## src/rtl/conv_window_gen_pkg.sv

```systemverilog
// rtl/conv_window_gen_pkg.sv - shared widths and window cell indexing for conv_window_gen
// Purpose: pixel/window widths, counter width and the 3x3 cell-index helper.
// Ports: none (package).
package conv_window_gen_pkg;

  localparam int CELL_BIT = 8;
  localparam int N_CELL   = 9;
  localparam int DIM_BIT  = 6;
  localparam int WIN_BIT  = CELL_BIT * N_CELL;

  // Cell k = 3*r + c; r=0 is the oldest (top) row, c=0 the oldest (left) column.
  function automatic int idx(input int r, input int c);
    return 3 * r + c;
  endfunction

endpackage

```

## src/rtl/conv_window_gen_if.sv

```systemverilog
// rtl/conv_window_gen_if.sv - pixel-in / window-out bundle for conv_window_gen
// Purpose: groups control, config, pixel stream and window outputs.
// Ports (signals): start, cfg_width, cfg_height, pix_in, pix_valid (source -> generator);
//                  win_out, win_valid, busy, frame_done, cfg_err (generator -> sink).
interface conv_window_gen_if;
  import conv_window_gen_pkg::*;

  logic                start;
  logic [DIM_BIT-1:0]  cfg_width;
  logic [DIM_BIT-1:0]  cfg_height;
  logic [CELL_BIT-1:0] pix_in;
  logic                pix_valid;
  logic [WIN_BIT-1:0]  win_out;
  logic                win_valid;
  logic                busy;
  logic                frame_done;
  logic                cfg_err;

  modport master (
    output start, cfg_width, cfg_height, pix_in, pix_valid,
    input  win_out, win_valid, busy, frame_done, cfg_err
  );

  modport slave (
    input  start, cfg_width, cfg_height, pix_in, pix_valid,
    output win_out, win_valid, busy, frame_done, cfg_err
  );

endinterface

```

## src/rtl/conv_line_buffer.sv

```systemverilog
// rtl/conv_line_buffer.sv - one image line of pixel storage, read-then-write per cycle
// Purpose: holds one previous row; the read sees the old contents of the address being written.
// Ports: clk, i_we (write enable), i_addr (column), i_wdata (new pixel), o_rdata (stored pixel).
module conv_line_buffer #(
  parameter int DEPTH  = 32,
  parameter int ADDR_W = 5,
  parameter int DATA_W = 8
) (
  input  logic              clk,
  input  logic              i_we,
  input  logic [ADDR_W-1:0] i_addr,
  input  logic [DATA_W-1:0] i_wdata,
  output logic [DATA_W-1:0] o_rdata
);

  // Not reset: contents are always rewritten before they can reach a valid window.
  logic [DATA_W-1:0] r_mem [0:DEPTH-1];

  // Combinational read returns the pre-write value during a same-address write.
  assign o_rdata = r_mem[i_addr];

  always_ff @(posedge clk) begin
    if (i_we) begin
      r_mem[i_addr] <= i_wdata;
    end
  end

endmodule

```

## src/rtl/conv_window_gen.sv

```systemverilog
// rtl/conv_window_gen.sv - raster pixel stream to 3x3 sliding window generator
// Purpose: builds valid-only 3x3 windows from a W x H raster stream using two line buffers.
// Ports: clk, reset (sync, active-low),
//        bus (slave): start/cfg_width/cfg_height control, pix_in/pix_valid stream in,
//        win_out/win_valid window out, busy, frame_done pulse, cfg_err pulse.
module conv_window_gen
  import conv_window_gen_pkg::*;
#(
  parameter int MAX_W = 32
) (
  input  logic                 clk,
  input  logic                 reset,
  conv_window_gen_if.slave     bus
);

  localparam int ADDR_W = (MAX_W > 1) ? $clog2(MAX_W) : 1;

  logic                r_busy;
  logic [DIM_BIT-1:0]  r_col;
  logic [DIM_BIT-1:0]  r_row;
  logic [DIM_BIT-1:0]  r_w;
  logic [DIM_BIT-1:0]  r_h;
  logic [WIN_BIT-1:0]  r_win;
  logic                r_win_valid;
  logic                r_frame_done;
  logic                r_cfg_err;

  logic                w_cfg_ok;
  logic                w_start_ok;
  logic                w_accept;
  logic                w_col_last;
  logic                w_row_last;
  logic                w_win_done;
  logic [ADDR_W-1:0]   w_addr;
  logic [CELL_BIT-1:0] w_lb0_rd;
  logic [CELL_BIT-1:0] w_lb1_rd;
  logic [WIN_BIT-1:0]  w_win_next;

  assign w_cfg_ok   = (bus.cfg_width >= DIM_BIT'(3))
                    && ({{(32-DIM_BIT){1'b0}}, bus.cfg_width} <= MAX_W)
                    && (bus.cfg_height >= DIM_BIT'(3));
  assign w_start_ok = bus.start & w_cfg_ok;

  // start takes priority over a coincident pixel, which is dropped.
  assign w_accept   = bus.pix_valid & r_busy & ~bus.start;

  assign w_col_last = (r_col == r_w - DIM_BIT'(1));
  assign w_row_last = (r_row == r_h - DIM_BIT'(1));
  assign w_win_done = (r_row >= DIM_BIT'(2)) && (r_col >= DIM_BIT'(2));
  assign w_addr     = r_col[ADDR_W-1:0];

  // lb0 holds row r-1, lb1 holds row r-2; on each pixel the column ages one row.
  conv_line_buffer #(
    .DEPTH  (MAX_W),
    .ADDR_W (ADDR_W),
    .DATA_W (CELL_BIT)
  ) u_lb0 (
    .clk     (clk),
    .i_we    (w_accept),
    .i_addr  (w_addr),
    .i_wdata (bus.pix_in),
    .o_rdata (w_lb0_rd)
  );

  conv_line_buffer #(
    .DEPTH  (MAX_W),
    .ADDR_W (ADDR_W),
    .DATA_W (CELL_BIT)
  ) u_lb1 (
    .clk     (clk),
    .i_we    (w_accept),
    .i_addr  (w_addr),
    .i_wdata (w_lb0_rd),
    .o_rdata (w_lb1_rd)
  );

  // Shift the window one column left and insert the new column on the right.
  always_comb begin
    w_win_next = r_win;
    for (int r = 0; r < 3; r++) begin
      w_win_next[CELL_BIT*idx(r, 0) +: CELL_BIT] = r_win[CELL_BIT*idx(r, 1) +: CELL_BIT];
      w_win_next[CELL_BIT*idx(r, 1) +: CELL_BIT] = r_win[CELL_BIT*idx(r, 2) +: CELL_BIT];
    end
    w_win_next[CELL_BIT*idx(0, 2) +: CELL_BIT] = w_lb1_rd;
    w_win_next[CELL_BIT*idx(1, 2) +: CELL_BIT] = w_lb0_rd;
    w_win_next[CELL_BIT*idx(2, 2) +: CELL_BIT] = bus.pix_in;
  end

  always_ff @(posedge clk) begin
    if (!reset) begin
      r_busy       <= 1'b0;
      r_col        <= '0;
      r_row        <= '0;
      r_w          <= '0;
      r_h          <= '0;
      r_win        <= '0;
      r_win_valid  <= 1'b0;
      r_frame_done <= 1'b0;
      r_cfg_err    <= 1'b0;
    end else begin
      r_win_valid  <= 1'b0;
      r_frame_done <= 1'b0;
      r_cfg_err    <= bus.start & ~w_cfg_ok;

      if (w_start_ok) begin
        // Also serves as abort-and-restart when already busy.
        r_busy <= 1'b1;
        r_col  <= '0;
        r_row  <= '0;
        r_w    <= bus.cfg_width;
        r_h    <= bus.cfg_height;
      end else if (w_accept) begin
        r_win       <= w_win_next;
        r_win_valid <= w_win_done;
        if (w_col_last) begin
          r_col <= '0;
          r_row <= r_row + DIM_BIT'(1);
          if (w_row_last) begin
            r_busy       <= 1'b0;
            r_frame_done <= 1'b1;
          end
        end else begin
          r_col <= r_col + DIM_BIT'(1);
        end
      end
    end
  end

  assign bus.win_out    = r_win;
  assign bus.win_valid  = r_win_valid;
  assign bus.busy       = r_busy;
  assign bus.frame_done = r_frame_done;
  assign bus.cfg_err    = r_cfg_err;

endmodule

```

## src/flat_wrapper.sv

```systemverilog
// flat-port wrapper written by rule: the top's interface ports become plain ports
module conv_window_gen_flat import conv_window_gen_pkg::*;
#(
  parameter int MAX_W = 32
)
  (clk, reset, bus_start, bus_cfg_width, bus_cfg_height, bus_pix_in, bus_pix_valid, bus_win_out, bus_win_valid, bus_busy, bus_frame_done, bus_cfg_err);
  conv_window_gen_if bus_i ();
  input  logic clk;
  input  logic reset;
  input wire logic [$bits(bus_i.start)-1:0] bus_start;
  input wire logic [$bits(bus_i.cfg_width)-1:0] bus_cfg_width;
  input wire logic [$bits(bus_i.cfg_height)-1:0] bus_cfg_height;
  input wire logic [$bits(bus_i.pix_in)-1:0] bus_pix_in;
  input wire logic [$bits(bus_i.pix_valid)-1:0] bus_pix_valid;
  output wire logic [$bits(bus_i.win_out)-1:0] bus_win_out;
  output wire logic [$bits(bus_i.win_valid)-1:0] bus_win_valid;
  output wire logic [$bits(bus_i.busy)-1:0] bus_busy;
  output wire logic [$bits(bus_i.frame_done)-1:0] bus_frame_done;
  output wire logic [$bits(bus_i.cfg_err)-1:0] bus_cfg_err;
  assign bus_i.start = bus_start;
  assign bus_i.cfg_width = bus_cfg_width;
  assign bus_i.cfg_height = bus_cfg_height;
  assign bus_i.pix_in = bus_pix_in;
  assign bus_i.pix_valid = bus_pix_valid;
  assign bus_win_out = bus_i.win_out;
  assign bus_win_valid = bus_i.win_valid;
  assign bus_busy = bus_i.busy;
  assign bus_frame_done = bus_i.frame_done;
  assign bus_cfg_err = bus_i.cfg_err;
  conv_window_gen #(.MAX_W(MAX_W)) u_core (.clk(clk), .reset(reset), .bus(bus_i));
endmodule
```

## config.mk

```make
export PLATFORM = sky130hd
export DESIGN_NAME = conv_window_gen_flat
export DESIGN_NICKNAME = d
export VERILOG_FILES = /design/src/rtl/conv_window_gen_pkg.sv /design/src/rtl/conv_window_gen_if.sv /design/src/rtl/conv_line_buffer.sv /design/src/rtl/conv_window_gen.sv /design/src/flat_wrapper.sv
export SDC_FILE = /design/constraint.sdc
export NUM_CORES = 1
export LEC_CHECK = 0
export ABC_AREA = 0
export BUFFER_PORTS_ARGS = -buffer_cell sky130_fd_sc_hd__buf_2
export CAP_MARGIN = 15
export CORE_ASPECT_RATIO = 1.5
export CORE_MARGIN = 1.5
export CORE_UTILIZATION = 55
export DETAILED_ROUTE_END_ITERATION = 12
export GPL_ROUTABILITY_DRIVEN = 1
export PLACE_DENSITY = 0.75
export SLEW_MARGIN = 20
export SYNTH_ARGS = -nofsm -noshare
export SYNTH_HDL_FRONTEND = slang
export SYNTH_SLANG_ARGS = --single-unit
```

## constraint.sdc

```tcl
create_clock -name clk -period 2.7 [get_ports clk]
set_clock_uncertainty 0.1 [all_clocks]
set_input_delay 0 -clock clk [delete_from_list [all_inputs] [get_ports clk]]
set_output_delay 0 -clock clk [all_outputs]
set_load 0.02 [all_outputs]
```

* Word-level counts from Yosys, hierarchy flattened *
Memory sizes are Yosys's and may differ from the RTL's. A register that Yosys moved wholly into a read port is not among the register bits.
Index checks and enable logic that the tools add are counted.

operators by class
  $add $sub $neg = 4
  magnitude comparators = 5
  equality and inequality tests = 2
  multiplexer cells = 10
  bitwise operators = 10
  reduce and logical (&&, ||, !) cells = 13

operators with widths
  cell                                                   count
  >= comparator 6 x 2 -> 1 bit, second input constant    4
  adder 6 x 1 -> 6 bit, second input constant            2
  equality test 6 bit                                    2
  subtractor 6 x 1 -> 6 bit, second input constant       2
  2-to-1 mux 5 bit                                       2
  2-to-1 mux 1 bit                                       7
  less-or-equal comparator 6 bit, second input constant  1
  2-to-1 mux 6 bit                                       1
  inverter 1 bit                                         6
  nonzero test 2 bit                                     3
  AND 1 bit                                              4
  AND reduction 2 bit                                    2
  OR reduction 4 bit                                     1
  logical AND 1 bit                                      3
  AND reduction 3 bit                                    1
  OR reduction 3 bit                                     1
  OR reduction 2 bit                                     1
  logical NOT 1 bit                                      1

word-level totals
  register bits after elaboration = 100
  memory bits (writable) = 512
  input port bits = 24
  output and inout bits = 76
  word-level logic and storage cells = 55
  memories kept = 2

memory list
  memory              depth  bits a word  read ports  clocked after memory_dff  write ports  line                    source
  u_core.u_lb0.r_mem  32     8            1           1                         1            conv_line_buffer.sv:17  logic [DATA_W-1:0] r_mem [0:DEPTH-1];
  u_core.u_lb1.r_mem  32     8            1           1                         1            conv_line_buffer.sv:17

* Longest topological paths before layout *
Gate-level depths: netlist of run 1.

  word-level depth = 6
  mapped depth = 8
  mapped depth without buffers = 7

* Hierarchy *
From an unflattened synthesis of run 1, not the netlist that was laid out.

unflattened totals
  cell total of the unflattened synthesis = 1633
  area total of the unflattened synthesis = 24099.4 µm²

by module, submodules not included
  module            instances  cells an instance  area an instance (µm²)  seq. area each (µm²)
  conv_line_buffer  2          568                10045.9                 7687.4
  conv_window_gen   1          497                4007.6                  2001.9

* Least setup slack after synthesis of run 1 *
Ideal clock, no wire load.

  path type = register to register
  start point = reg with a tool-made name
  end point = mem u_core.u_lb1.r_mem[0][3], data pin
  library setup time = 0.409 ns
  data arrival time = 2.240 ns
  data required time = 2.191 ns
  slack = -0.049 ns
  stages on the path, launching flop included = 7
  path through = dfxtp_1 -> buf_2 -> buf_2 -> mux2i_1 -> a22oi_1 -> a21oi_1 -> nor4_2

RTL lines
  what       line
  to (decl)  conv_line_buffer.sv:17

==> results of run 1 <==
-- worst paths after layout --
kind / startpoint / end / cells past startpoint
hold reg to reg: u_core.bus.win_out[31] / u_core.bus.win_out[31] / 2
setup reg to reg: flop / u_core.bus.win_out[47] / 9
setup / recovery: flop / u_core.bus.win_out[47] / 9
hold / removal: bus_pix_valid / u_core.bus.win_out[16] / 4
-- placed cells by master, fill, tap and decap left out, types with 11 or more instances in the layout --
| cell type | Yosys | final |
|---|---|---|
| mux2i_1 | 142 | 142 |
| nand2_1 | 149 | 149 |
| dfxtp_1 | 105 | 102 |
| dlygate4sd3_1 | 0 | 42 |
| nor2_1 | 36 | 35 |
| mux4_2 | 64 | 64 |
| buf_4 | 7 | 90 |
| clkbuf_16 | 0 | 55 |
| buf_12 | 0 | 13 |
| a22oi_1 | 72 | 72 |
| edfxtp_1 | 512 | 512 |
| a22o_1 | 12 | 12 |
| a21oi_1 | 114 | 112 |
| nand3_1 | 16 | 16 |
| nor3_1 | 17 | 16 |
| clkinv_2 | 0 | 11 |
| buf_2 | 21 | 99 |
| clkbuf_1 | 46 | 13 |
-- logic make-up (layout without fill, tap and decap cells) --
logic type	after synthesis	after routing	synth area share, %
AO/OA/AOI/OAI	245	245	6.69
XOR/XNOR	17	17	0.624
adder cells (fa/ha/maj)	8	8	0.419
buffers and inverters	93	356	1.71
flip-flops	617	617	73.2
multiplexers	206	206	12.0
AND/OR/NAND/NOR	272	272	5.32
-- synthesized netlist by cell type (all sizes together) (5+ instances only) --
master	count
nor3	18
a211oi	5
nor2b	5
buf	36
nand2b	8
mux4	64
a22o	12
clkbuf	46
edfxtp	512
nor4	12
xor2	9
a22oi	72
o22ai	5
nor2	36
ha	8
nand2	149
nand3	16
o21ai	6
xnor2	8
o211ai	9
and2	10
dfxtp	105
mux2i	142
a21oi	114
inv	10
-- per-stage QoR --
| step | hold WS (ps) | cell area (µm²) | worst slack [ps] | TNS, ps |
|---|---|---|---|---|
| 2_1_floorplan | -1.13 | 23900 | 126 | 0 |
| 5_1_grt | 85.7 | 27900 | 1.74 | 0 |
| 3_5_place_dp | 181 | 25700 | -38.1 | -38.1 |
| 6_report | 63.2 | 27900 | 108 | 0 |
| 4_1_cts | 28.5 | 27900 | 32.7 | 0 |
| 3_3_place_gp | 175 | 25700 | 9.27 | 0 |
-- power by group --
group | switching, mW | internal [mW]
logic | 0.328 | 0.193
registers | 0.0354 | 10.3
clock network | 3.29 | 4.27
-- what timing repair did --
action                     CTS  global route
hold buffers                42             0
setup endpoints to repair    5            77
resized for setup            1             5
gates cloned                 0             0
pin swaps                    0             3
hold endpoints to repair   292             0
buffers inserted             0             5
-- critical path, cell delays in order (launching register included) --
cell	delay, ps
dfxtp_4	380
buf_12	220
buf_4	210
buf_4	240
mux2i_1	110
a22oi_1	260
a21oi_2	160
nor4_4	260
buf_4	380
a22o_1	200
-- layout make-up --
cell class	count	area [µm²]	area share (%)
sequential	617	17500	62.6
multi-input combinational	748	6070	21.8
tap	570	713	2.55
timing repair buffer	246	1870	6.71
clock buffer	70	1450	5.20
inverter	11	41.3	0.148
clock inverter	29	275	0.986
-- sequential cells by signal (all words and copies together) (netlist names), named ones only --
| name | flops |
|---|---|
| u_core.r_w | 6 |
| u_core.bus.frame_done | 1 |
| u_core.bus.cfg_err | 1 |
| u_core.r_h | 6 |
| u_core.u_lb0.r_mem | 256 |
| u_core.r_row | 6 |
| u_core.bus.win_valid | 1 |
| u_core.u_lb1.r_mem | 256 |
| u_core.r_col | 6 |
| u_core.bus.busy | 1 |
| u_core.bus.win_out | 72 |
-- layer usage --
metal / vias to the layer above / share of wire (%) / routed length [µm] / GRT usage, %
li1: 6124 / - / - / -
met1: 6973 / 36 / 20700 / 30.4
met2: 584 / 53 / 30100 / 46.9
met3: 166 / 5.7 / 3280 / 3.24
met4: 0 / 5.4 / 3120 / 13.7
met5: - / 0 / 0 / 0
==> results.md, run 1 <==
- Number of port buffers: 99
- Routed WL: roughly 57000 µm
- Util after Layout: roughly two thirds
- Crit path kind: reg2reg
- Share of cells above drive strength 1: 22.0%
- Io pins: 100
- Crit path capture type: flop
- DRC Markers: 0
- Initial antenna violation count: 1
- Synth Register Bits: roughly 600
- Final min period: approximately 2600 ps
- First-pass GRT wire length: 86300 µm
- CP arrival: 3020 ps
- Clk root buf: clkbuf_16
- Overall Global Routing Usage: between 20% and 30%
- Post-synth top area share: between 60% and 70%
- Clock latency on the worst-skew pair: about 580 ps
- Slew @ Worst Pin: 791 ps
- DR iter-0 viols: 1240
- Ant diodes: 0
- Vias in the first global route: about 14000
- Full die area: 44700 µm²
- Critical path launch point type: flop
- Largest cells by area after synthesis: edfxtp_1 64%, dfxtp_1 8.8%, mux4_2 6.0%
- Worst EP required: 3130 ps
- Final std cells w/o fill: 2291
- Synth Flop Type: edfxtp_1
- Vias per Instance: 6.04
- Gpl congestion: roughly 0.9
- Cell accounting for the most synthesized area: edfxtp_1
- Nets: 1710
- Area of the mapped netlist: about 24000 µm²
- PD cells: roughly 660 nW/µm²
- Clock buffer depth: 3
- Total clock buffers created by CTS: 54
- Max Cap Viol: 0
- Die Ht: between 200 and 300 µm
- Initial Util: a little under three fifths
- Pin count of the biggest net entering global routing: between 60 and 70
- Mapped Cells: roughly 1500
- Core ar.: roughly 43000 µm²
- Post-synth cell types: 55
- F_max: 386 MHz
- TritonCTS clock tree: yes
- Fill count: 2922
- DR pass1 iterations: 5
- Pwr Total: ~18 mW
- Final Hold Fails: 0
- Ys async rst share: 0%
- Area grow syn2layout: 17.0%
- EDFF count, synth: about 510
- Syn Area/Cell: 16.4 µm²
- Slew Viols, Final: 0
- # setup viols final: 0
- R2r setup slk: 110 ps
- RSZ-0062 raised after global routing: no
- Sequential share of the synthesized area: between 70% and 80%
- Yosys Warn Count: 0
- Hpwl dp: 35800 µm
- Antenna Violating Nets Remaining: 0
- Via count: between 10000 and 15000
- DIE WIDTH: about 170 µm
- VDD IR-drop max: roughly 0.00054 V
- Part of the cycle the worst path needs: 96.0%
- Gr ovfl total: 0
- Lkg Pwr: between 9 and 10 nW
- Crit path max fanout: 33
- Placed cells: 2145
- CTS sink cnt: about 620
- Rel. slew slack: 46.9%
- Routed wire per std cell: around 25 µm
- Num rows: 93
- H-Tree Depth: 2
- Syn Nets: about 1500
- Worst hold-check path type: in2reg
- Clock-pin slew on the worst setup and hold paths: roughly 70 ps
- Status: completed
Power figures use the tool's default switching activity.
==> inputs of run 2 (changes only) <==
- CORE_MARGIN: 1.5 -> 3
==> run 2 against run 1 <==
Clock power rose by 5.4%. Sequential share of layout area fell by 0.11 points. Via count fell by 0.22%. Largest cell class unchanged. Design area rose by 0.17%. Global-route usage fell by 1.2 points. Worst hold slack improved by 210 ps.
==> results.md, run 2 (same netlist as run 1, synthesis figures left out) <==
- Clock-pin slew on the worst setup and hold paths: roughly 70 ps
- Crit path max fanout: 14
- TritonCTS clock tree: yes
- Slew @ Worst Pin: 763 ps
- Gr ovfl total: 0
- Commonest non-fill, non-tap cell in the layout: edfxtp_1
- Hold Path Origin: reset
- Part of the cycle the worst path needs: 93.7%
- Rel. slew slack: just under 50%
- Overall Global Routing Usage: about a quarter
- Routed wire per std cell: around 25 µm
- DIE WIDTH: around 180 µm
- DRC Markers: 0
- Vias in the first global route: approximately 14000
- Commonest cells after routing, fill and taps aside: 512 x edfxtp_1, 149 x nand2_1, 142 x mux2i_1, 114 x a21oi_1, 102 x dfxtp_1
- Pwr Total: between 15 and 20 mW
- Worst EP required: 3010 ps
- RSZ-0062 raised after global routing: no
- Pin count of the biggest net entering global routing: 72
- Status: completed
- Via count: approximately 14000
- Share of cells above drive strength 1: 21.0%
- Worst min-delay path endpoint: u_core.bus.win_out[18]
- H-Tree Depth: 2
- Area grow syn2layout: 17.2%
- DR iter-0 viols: roughly 1300
- CTS sink cnt: between 600 and 700
- Lkg Pwr: 9.06 nW
- Crit path kind: in2reg
- Full die area: between 40000 and 50000 µm²
- Clk root buf: clkbuf_16
- Hpwl dp: roughly 34000 µm
- Total clock buffers created by CTS: 55
- DR pass1 iterations: 6
- R2r setup slk: around 200 ps
- Number of setup buffers added after CTS: 0
- VDD IR-drop max: 0.000544 V
- Core ar.: 42500 µm²
- Nets: around 1700
- Die Ht: ~260 µm
- Hold path depth: 3
- First-pass GRT wire length: 85400 µm
- Max Cap Viol: 0
- Slew Viols, Final: 0
- # setup viols final: 0
- PD cells: 673 nW/µm²
- Crit path capture type: flop
- Util after Layout: 65.8%
- Io pins: 100
- Initial antenna violation count: 1
- Routed WL: around 56000 µm
- Vias per Instance: between 6 and 7
- Antenna Violating Nets Remaining: 0
- Capturing point of the worst reg2reg path: u_core.bus.win_out[40]
- Final min period: around 2500 ps
- Number of port buffers: 99
- F_max: a little under 400 MHz
- Final Hold Fails: 0
- Initial Util: a little under three fifths
- Clock latency on the worst-skew pair: 590 ps
- Critical path launch point type: primary input
- Clock buffer depth: 3
- CP arrival: between 2000 and 3000 ps
- Cell depth of the worst flop-to-flop path: 7
- Setup tns final: 0 ps
- Gpl congestion: ~0.90
- Worst hold-check path type: in2reg
- Num rows: about 90
==> run 2: cell types whose count changed in the layout (fill, tap and decap cells not counted), moves of 2 or more <==
cell	previous run	this run
buf_6	2	0
buf_12	13	20
clkinv_1	9	5
dlygate4sd3_1	42	47
clkbuf_16	55	57
buf_4	90	58
a21oi_2	2	0
a21oi_1	112	114
==> run 2: through the flow <==
stage	hold slack, ps	instances	instance area (µm²)	setup WS [ps]
after detailed placement	171	2117	25600	177
after global placement	168	2117	25600	258
after CTS	217	2268	28000	196
final	277	2269	28000	169
after global routing	268	2269	28000	30.9
after floorplan	-1.13	1458	23900	126
==> run 2: per-layer routing <==
layer / GRT usage (%) / vias up / share of wire, % / wire, µm
li1: - / 6084 / - / -
met1: 29.5 / 6993 / 36 / 20200
met2: 44.6 / 601 / 54 / 30200
met3: 2.81 / 138 / 5.4 / 3040
met4: 12.0 / 0 / 5.0 / 2840
met5: 0 / - / 0 / 0
==> run 2: report_power, final <==
part           total, mW  switching, mW  leakage (nW)  internal (mW)
clock network       7.97           3.41         0.905           4.56
registers           10.3         0.0309          5.45           10.3
logic              0.521          0.330          2.70          0.191
total               18.8           3.77          9.06           15.1
==> run 2: worst max-delay path by stage <==
stage                      start                   endpoint
6_report       bus_cfg_height[5]            u_core.r_col[4]
5_1_grt         bus_cfg_width[1]            u_core.r_col[1]
4_1_cts                     flop     u_core.bus.win_out[40]
3_5_place_dp     u_core.r_col[4]     u_core.bus.win_out[23]
3_3_place_gp                flop     u_core.bus.win_out[40]
2_1_floorplan    u_core.r_col[4]  u_core.u_lb0.r_mem[16][0]
==> run 2: area by class of cell <==
cell class,count,area [µm²]
diodes,1,2.50
clock buffers,74,1520
clock inverters,30,343
fillers,2761,14500
inverters,11,41.3
multi-input cells,748,6060
flip-flops and latches,617,17500
well taps,564,706
repair buffers,224,1800
==> run 2: worst max-delay path: stages <==
cell and delay [ps]:
dlygate4sd3_1 540, buf_2 130, nor4_1 460, a21boi_2 250, nand2_1 480, nand2_1 400, nor3_1 570
==> run 2: what timing repair did <==
| action | CTS | global route |
|---|---|---|
| endpoints found under the hold margin | 297 | 0 |
| resized for setup | 0 | 1 |
| hold buffers | 47 | 0 |
| setup endpoints to repair | 0 | 6 |
